<file path="config.mk">
export PLATFORM = sky130hd
export DESIGN_NAME = led_pattern_ctrl
export DESIGN_NICKNAME = d
export VERILOG_FILES = /design/src/rtl/led_pattern_ctrl.sv
export SDC_FILE = /design/constraint.sdc
export NUM_CORES = 1
export LEC_CHECK = 0
export ABC_AREA = 1
export CORE_MARGIN = 2
export CORE_UTILIZATION = 63
export DETAILED_ROUTE_END_ITERATION = 12
export DONT_BUFFER_PORTS = 1
export PLACE_DENSITY = 0.77
export SETUP_SLACK_MARGIN = 0.4
export SYNTH_ARGS = -nofsm -noshare
export SYNTH_HDL_FRONTEND = slang
export SYNTH_SLANG_ARGS = --single-unit
</file>
<file path="constraint.sdc">
create_clock -name clk -period 2.85 [get_ports clk]
set_input_delay 0 -clock clk [delete_from_list [all_inputs] [get_ports clk]]
set_output_delay 0 -clock clk [all_outputs]
set_load 0.005 [all_outputs]
</file>
<file path="src/rtl/led_pattern_ctrl.sv">
// led_pattern_ctrl
//   Drives three LEDs with one of eight patterns chosen by `mode`. A shared
//   tick divider paces the animated patterns; the LED output is registered
//   and always reflects the pattern state committed at the same clock edge.
//
// Parameters
//   TICK_DIV : clk cycles per pattern tick (2..65535)
//   PWM_BITS : width of the breathe-mode PWM counter and duty register
//
// Ports
//   clk      : system clock, all state on the rising edge
//   rst      : asynchronous active-high reset
//   mode     : pattern select (0 off, 1 on, 2 blink, 3 run left, 4 run right,
//              5 toggle, 6 breathe, 7 binary count)
//   key_led  : debounced active-low keys, idle 3'b111 (used in toggle mode)
//   led      : registered LED drive, 1 = lit
//   tick     : registered one-cycle pulse per pattern tick
module led_pattern_ctrl #(
  parameter int TICK_DIV = 1000,
  parameter int PWM_BITS = 4
) (
  input  logic       clk,
  input  logic       rst,
  input  logic [2:0] mode,
  input  logic [2:0] key_led,
  output logic [2:0] led,
  output logic       tick
);

  typedef enum logic [2:0] {
    MODE_OFF     = 3'd0,
    MODE_ON      = 3'd1,
    MODE_BLINK   = 3'd2,
    MODE_RUN_L   = 3'd3,
    MODE_RUN_R   = 3'd4,
    MODE_TOGGLE  = 3'd5,
    MODE_BREATHE = 3'd6,
    MODE_BINARY  = 3'd7
  } mode_e;

  localparam logic [15:0]         TICK_LAST = 16'(TICK_DIV - 1);
  localparam logic [PWM_BITS-1:0] DUTY_MAX  = '1;

  mode_e               mode_q_reg,   mode_q_next;
  logic [15:0]         tick_cnt_reg, tick_cnt_next;
  logic                tick_reg,     tick_next;
  logic [2:0]          led_reg,      led_next;
  logic                blink_reg,    blink_next;
  logic [2:0]          pos_reg,      pos_next;
  logic [2:0]          tog_reg,      tog_next;
  logic [2:0]          key_prev_reg, key_prev_next;
  logic [PWM_BITS-1:0] pwm_cnt_reg,  pwm_cnt_next;
  logic [PWM_BITS-1:0] duty_reg,     duty_next;
  logic                dir_up_reg,   dir_up_next;
  logic [2:0]          bcnt_reg,     bcnt_next;

  mode_e      mode_in;
  mode_e      mode_eff;
  logic       mode_change;
  logic       tick_due;
  logic [2:0] key_fall;

  assign mode_in = mode_e'(mode);

  // Per-key falling-edge detect (keys are active-low, so 1->0 is a press).
  for (genvar gi = 0; gi < 3; gi++) begin : g_key_fall
    assign key_fall[gi] = key_prev_reg[gi] & ~key_led[gi];
  end

  always_comb begin
    mode_change   = (mode_in != mode_q_reg);
    // A mode change restarts the divider, so it swallows a tick due that edge.
    tick_due      = (tick_cnt_reg == TICK_LAST) && !mode_change;
    // The pattern that owns this edge: the new one on a change, else the current.
    mode_eff      = mode_change ? mode_in : mode_q_reg;

    mode_q_next   = mode_in;
    tick_cnt_next = (mode_change || (tick_cnt_reg == TICK_LAST)) ? 16'd0
                                                                  : tick_cnt_reg + 16'd1;
    tick_next     = tick_due;
    blink_next    = blink_reg;
    pos_next      = pos_reg;
    tog_next      = tog_reg;
    // Sampled in every mode so re-entering toggle mode with a key already
    // held low is not mistaken for a fresh press.
    key_prev_next = key_led;
    pwm_cnt_next  = pwm_cnt_reg + 1'b1;
    duty_next     = duty_reg;
    dir_up_next   = dir_up_reg;
    bcnt_next     = bcnt_reg;
    led_next      = 3'b000;

    if (mode_eff == MODE_TOGGLE) begin
      tog_next = tog_reg ^ key_fall;
    end

    if (mode_change) begin
      case (mode_in)
        MODE_BLINK:   blink_next = 1'b0;
        MODE_RUN_L:   pos_next   = 3'b001;
        MODE_RUN_R:   pos_next   = 3'b100;
        MODE_BREATHE: begin
          duty_next   = '0;
          dir_up_next = 1'b1;
        end
        MODE_BINARY:  bcnt_next  = 3'b000;
        default: ;
      endcase
    end else if (tick_due) begin
      case (mode_q_reg)
        MODE_BLINK: blink_next = ~blink_reg;
        MODE_RUN_L: pos_next   = (pos_reg == 3'b100) ? 3'b001 : {pos_reg[1:0], 1'b0};
        MODE_RUN_R: pos_next   = (pos_reg == 3'b001) ? 3'b100 : {1'b0, pos_reg[2:1]};
        MODE_BREATHE: begin
          // Triangle sweep; each endpoint is held for exactly one tick.
          if (dir_up_reg) begin
            if (duty_reg == DUTY_MAX) begin
              duty_next   = duty_reg - 1'b1;
              dir_up_next = 1'b0;
            end else begin
              duty_next   = duty_reg + 1'b1;
            end
          end else begin
            if (duty_reg == '0) begin
              duty_next   = duty_reg + 1'b1;
              dir_up_next = 1'b1;
            end else begin
              duty_next   = duty_reg - 1'b1;
            end
          end
        end
        MODE_BINARY: bcnt_next = bcnt_reg + 3'd1;
        default: ;
      endcase
    end

    // LED is built from the next-state values so it changes on the same
    // edge as the state it shows.
    case (mode_eff)
      MODE_ON:      led_next = 3'b111;
      MODE_BLINK:   led_next = {3{blink_next}};
      MODE_RUN_L:   led_next = pos_next;
      MODE_RUN_R:   led_next = pos_next;
      MODE_TOGGLE:  led_next = tog_next;
      MODE_BREATHE: led_next = {3{pwm_cnt_next < duty_next}};
      MODE_BINARY:  led_next = bcnt_next;
      default:      led_next = 3'b000;
    endcase
  end

  always_ff @(posedge clk or posedge rst) begin
    if (rst) begin
      mode_q_reg   <= MODE_OFF;
      tick_cnt_reg <= 16'd0;
      tick_reg     <= 1'b0;
      led_reg      <= 3'b000;
      blink_reg    <= 1'b0;
      pos_reg      <= 3'b001;
      tog_reg      <= 3'b000;
      key_prev_reg <= 3'b111;
      pwm_cnt_reg  <= '0;
      duty_reg     <= '0;
      dir_up_reg   <= 1'b1;
      bcnt_reg     <= 3'b000;
    end else begin
      mode_q_reg   <= mode_q_next;
      tick_cnt_reg <= tick_cnt_next;
      tick_reg     <= tick_next;
      led_reg      <= led_next;
      blink_reg    <= blink_next;
      pos_reg      <= pos_next;
      tog_reg      <= tog_next;
      key_prev_reg <= key_prev_next;
      pwm_cnt_reg  <= pwm_cnt_next;
      duty_reg     <= duty_next;
      dir_up_reg   <= dir_up_next;
      bcnt_reg     <= bcnt_next;
    end
  end

  assign led  = led_reg;
  assign tick = tick_reg;

endmodule

</file>
Word level (Yosys, flattened, before mapping)
Cells that the tools add are included.

$add $sub $neg: 5. Magnitude comparators: 1. Eq/ne operators: 23. Multiplexer cells: 32. Bitwise gates (word level): 8. Reductions and logical operators: 8.

Operator list (count): $eq A3 B3 Y1 const B (11); $mux W3 (10); $mux W4 (7); $eq A3 B2 Y1 const B (6); $pmux W3 S6 (1); $add A16 B1 Y16 const B (1); $eq A16 B10 Y1 const B (1); $mux W16 (1); $pmux W3 S2 (2); $mux W1 (11); $add A4 B1 Y4 const B (2); $eq A3 B1 Y1 const B (2); $eq A4 B4 Y1 const B (1); $logic_not A4 Y1 (1); $lt A4 B4 Y1 (1); $not A1 Y1 (4); $reduce_bool A2 Y1 (2); $sub A4 B1 Y4 const B (1); $add A3 B1 Y3 const B (1); $and A1 B1 Y1 (3); $ne A3 B3 Y1 (1); $reduce_and A3 Y1 (1); $xor A3 B3 Y3 (1); $ne A2 B1 Y1 const B (1); other kinds (4) (4).

Bits in registers: 45. Output and inout bits: 4.

Logic depth before layout (Yosys ltp)
Depth after elaboration: 8. Mapped depth: 17.

Least setup slack after synthesis
Ideal clock, no wire load.

Path kind: register to register. Start: reg duty_reg[0]. End: reg led_reg[0], in the netlist led[0]. Library setup time: 65 ps. Data arrival time: 1998 ps. Slack: 787 ps. Stages on the path, launching flop included: 16. Buffers on the path: 0. Period minus slack after synthesis: 2063 ps. Cells stage by stage: dfrtp_1 > inv_1 > ha_1 > nand3_1 > a31o_2 > nand2_1 > nand2_1 > o21ai_0 > nand2_1 > nand2_1 > nand2_1 > nand2_1 > ha_1 > a211oi_1 > nand2_1 > nand2_1.

Cells in the longest elaborated chain, start to end: 8. Elaborated cells between the ends (all ways): 13. Classes of those cells: add/sub (2); order compare (1); eq/ne (1); mux (8); reduce/logical (1).

RTL lines: start, declared (line 53) `logic [PWM_BITS-1:0] duty_reg, duty_next;`; start signal, assigned (line 175) `duty_reg <= duty_next;`; $sub A4 B1 Y4 (tied with other cells) (line 118, 128); $mux W4 (on tied branches) (line 124, 117); $mux W4 (line 116) `if (dir_up_reg) begin`; $mux W4 (line 110) `case (mode_q_reg)`; $mux W4 (line 109) `end else if (tick_due) begin`; $mux W4 (*) (line 97) `if (mode_change) begin`; $lt A4 B4 Y1 (*) (line 145) `MODE_BREATHE: led_next = {3{pwm_cnt_next < duty_next}};`; $pmux W3 S6 (*) (line 139) `case (mode_eff)`; named net led_next[0] (line 47) `logic [2:0] led_reg, led_next;`; end signal, assigned (line 169) `led_reg <= led_next;`; end, declared (line 47).

The timed path passes the listed nets; every way through them passes the cells marked *. A chain may end at the register's enable or synchronous reset.

Worst setup path in the final report
Same ends and word-level chain as after synthesis.

==> impl_metrics.env <==
export IMPL_cpPeakStageDelay_ns=0.41
export IMPL_finalHoldViolations=0
export IMPL_pre_cts_ws_ns=0.5401
export IMPL_finalPower_mw=1.256
export IMPL_critPathMaxFanout=5
export IMPL_crit_buf_inv=1
export IMPL_worstHoldPathCells=4
export IMPL_timing_hold_ws_ns=0.005191
export IMPL_grt_pass1_vias=2254
export IMPL_io_pins=12
export IMPL_gp_congestion=0.8569
export IMPL_antenna_found_initial=0
export IMPL_grt_max_degree=46
export IMPL_reg2reg_slack_ns=0.64
export IMPL_fmax_ghz=0.4527
export IMPL_use_met3=0.04762
export IMPL_totalWireLength_mm=5.385
export IMPL_path_class="register to register"
export IMPL_worstPathCellList="inv_2, ha_2, nand3_1, a31o_2, nand2_1, nand2_1, o21ai_0, nand2_1, nand2_1, nand2_1, nand2_1, ha_1, a211oi_2, nand2_1, nand2_1"
export IMPL_row_count=23
export IMPL_clock_sinks=45
export IMPL_grt_pass1_wl_mm=9.522
export IMPL_vdd_drop_max_mv=0.3251
export IMPL_synth_seq_cells=45
export IMPL_synth_top_family_by_area="simple AND/OR/NAND/NOR gates"
export IMPL_r2r_cells=15
export IMPL_drv_slew=0
export IMPL_endpoint_kind="register"
export IMPL_routed_via_density=5.241
export IMPL_slew_headroom=0.3955
export IMPL_fill_cells=317
export IMPL_yosysSeqAreaShare=0.4142
export IMPL_chipWidth_um=69.88
export IMPL_critPathLaunchType="register"
export IMPL_die_h_um=69.88
export IMPL_hp_class="input port to register"
export IMPL_setup_viol=0
export IMPL_final_util=0.7352
export IMPL_synthAdderAreaFrac=0.03661
export IMPL_clk_latency_ns=0.30
export IMPL_grt_ovfl_total=0
export IMPL_syn_to_final_growth_pct=9.886
export IMPL_ctsLongestPathBuffers=2
export IMPL_reg2reg_from="duty_reg[0]"
export IMPL_whs_endpoint="tog_reg[1]"
export IMPL_timing_final_crit_period_ns=2.209
export IMPL_port_buffers=0
export IMPL_synthMuxAreaShare=0
export IMPL_dr_total_vias=2264
export IMPL_synth_simple_area_share=0.3593
export IMPL_use_met1=0.3242
export IMPL_start_util=0.6690
export IMPL_avgSynthCellArea_um2=7.531
export IMPL_setup_slack_ns=0.6409
export IMPL_track_usage=0.2392
export IMPL_cts_root_buf="clkbuf_8"
export IMPL_grt_busiest_layer="met2"
export IMPL_synth_compound_area_frac=0.06911
export IMPL_max_slew_worst_pin_slew_ns=0.9054
export IMPL_cellPowerDensity_nw_per_um2=418.0
export IMPL_arrival_ns=2.45
export IMPL_max_cap_violations=0
export IMPL_final_setup_tns_ns=0
export IMPL_slowest_stage="dfrtp_1"
export IMPL_dr_pass1_iters=5
export IMPL_cts_tree="yes"
export IMPL_fin_skew_ns=0.007019
export IMPL_path_common_cell="nand2_1"
export IMPL_largest_reg_flops=16
export IMPL_grt_util_met2=0.3884
export IMPL_fin_nets=397
export IMPL_syn_nets=379
export IMPL_status="finished, final reports clean"
export IMPL_num_antenna_cells=0
export IMPL_syn_inst=363
export IMPL_cts_inserted_buffers=5
export IMPL_crit_family="simple AND/OR/NAND/NOR gates"
export IMPL_rsz0062_at_grt="no"
export IMPL_synth_distinct_cells=40
export IMPL_required_ns=3.09
export IMPL_drive_above_1_share=0.1623
export IMPL_fin_crit_sh=0.7751
export IMPL_power_leakage_nw=1.495
export IMPL_dpl_hpwl_mm=3.973
export IMPL_yosysWarningCount=0
export IMPL_synth_xor_area_frac=0.04119
export IMPL_drtIter0Drc=157
export IMPL_antenna_left=0
export IMPL_core_area_um2=4086
export IMPL_route_detailed_drc=0
export IMPL_clkTransAtPathRegs_ns=0.09
export IMPL_hold_start="mode[1]"
export IMPL_rr_endpoint="led[0]"
export IMPL_synth_area_um2=2734
export IMPL_wl_per_cell_um=12.47
export IMPL_cts_max_level=2
export IMPL_die_area_um2=4883
[worst register-to-register path, stage by stage (launching register included)]
cell and delay (ns):
dfrtp_1 0.41, inv_2 0.11, ha_2 0.21, nand3_1 0.09
a31o_2 0.25, nand2_1 0.05, nand2_1 0.04, o21ai_0 0.08
nand2_1 0.09, nand2_1 0.06, nand2_1 0.04, nand2_1 0.06
ha_1 0.25, a211oi_2 0.22, nand2_1 0.11, nand2_1 0.07
[synth_stat cells (all sizes together)]
| library cell | n | area share |
|---|---|---|
| nor2 | 51 | 0.083 |
| nand4 | 4 | 0.0092 |
| a21oi | 10 | 0.018 |
| nor3 | 15 | 0.035 |
| buf | 2 | 0.0046 |
| or2 | 1 | 0.0023 |
| o21ai | 12 | 0.023 |
| o21a | 1 | 0.0027 |
| a21boi | 1 | 0.0027 |
| nor4 | 1 | 0.0023 |
| dfstp | 5 | 0.048 |
| ha | 8 | 0.037 |
| xnor2 | 6 | 0.022 |
| dfrtp | 40 | 0.37 |
| nor3b | 4 | 0.013 |
| xor2 | 6 | 0.019 |
| nand3 | 29 | 0.061 |
| inv | 53 | 0.074 |
| o211ai | 2 | 0.0055 |
| a31o | 1 | 0.0032 |
| clkinv | 1 | 0.0014 |
| o2111ai | 1 | 0.0032 |
| o22ai | 2 | 0.0046 |
| nand2 | 102 | 0.15 |
| a211oi | 2 | 0.0055 |
| and3 | 3 | 0.0069 |
[power breakdown]
part / switching (mW) / internal (mW)
clock network: 0.237 / 0.179
logic: 0.0868 / 0.0561
registers: 0.0203 / 0.676
[cells in the final DEF (no fill, tap or decap), types with 2 or more instances in the layout]
cell type / Yosys / final
nand2_1: 95 / 94
nor2_1: 44 / 44
dfrtp_1: 40 / 40
inv_1: 41 / 39
nand3_1: 26 / 26
inv_2: 11 / 13
nor3_1: 11 / 11
a21oi_1: 10 / 10
nand2_2: 7 / 8
o21ai_0: 7 / 7
ha_1: 8 / 7
dlygate4sd3_1: 0 / 7
xor2_1: 6 / 6
buf_4: 1 / 6
xnor2_1: 5 / 5
nor2_2: 5 / 5
clkbuf_8: 0 / 5
dfstp_2: 5 / 5
nand4_1: 4 / 4
nor3_2: 4 / 4
o21ai_1: 4 / 4
and3_1: 3 / 3
nor3b_1: 3 / 3
nand3_2: 2 / 2
o22ai_1: 2 / 2
o211ai_1: 2 / 2
clkinv_4: 0 / 2
[cells by family (layout without fill, tap and decap cells)]
kind of cell | Yosys count | after routing
DFF | 45 | 45
AOI/OAI and AO/OA | 32 | 32
adders and majority gates | 8 | 8
xor gates and xnor gates | 12 | 12
buffers and inverters | 56 | 75
and+or+nand+nor | 210 | 210
[layer usage]
layer / share of wire / up-vias
li1: - / 1199
met1: 0.49 / 1014
met2: 0.47 / 45
met3: 0.031 / 6
met4: 0.012 / 0
met5: 0 / -
[cell type report]
cell class | instances | area [um2] | share of cell area
multi-input cells | 262 | 1394 | 0.4640
flip-flops and latches | 45 | 1132 | 0.3769
inverters | 54 | 205.2 | 0.06830
repair buffers | 13 | 115.1 | 0.03832
clock buffers | 5 | 68.82 | 0.02291
well taps | 50 | 62.56 | 0.02082
clock inverters | 3 | 26.28 | 0.008746
[stage by stage]
step / instance area (um2) / std cells
after global placement: 2784 / 411
after floorplan: 2734 / 363
after detailed placement: 2784 / 411
final: 3004 / 432
after global routing: 3004 / 432
after CTS: 2949 / 426
[what timing repair did]
action	4_1_cts	5_1_grt
setup buffers	0	6
setup endpoints to repair	0	3
hold buffers	7	0
resized for setup	0	4
hold endpoints to repair	48	0
[how the worst max path moves through the flow]
stage	from	end	slack, ns	depth (start not counted)
after floorplan	duty_reg[0]	led[0]	0.79	15
after detailed placement	duty_reg[0]	led[0]	0.54	15
after CTS	duty_reg[0]	led[0]	0.51	15
final	duty_reg[0]	led[0]	0.64	15
after global routing	tick_cnt_reg[0]	led[0]	0.43	16
after global placement	duty_reg[0]	led[0]	0.65	15
(Power assumes the default switching activity.)
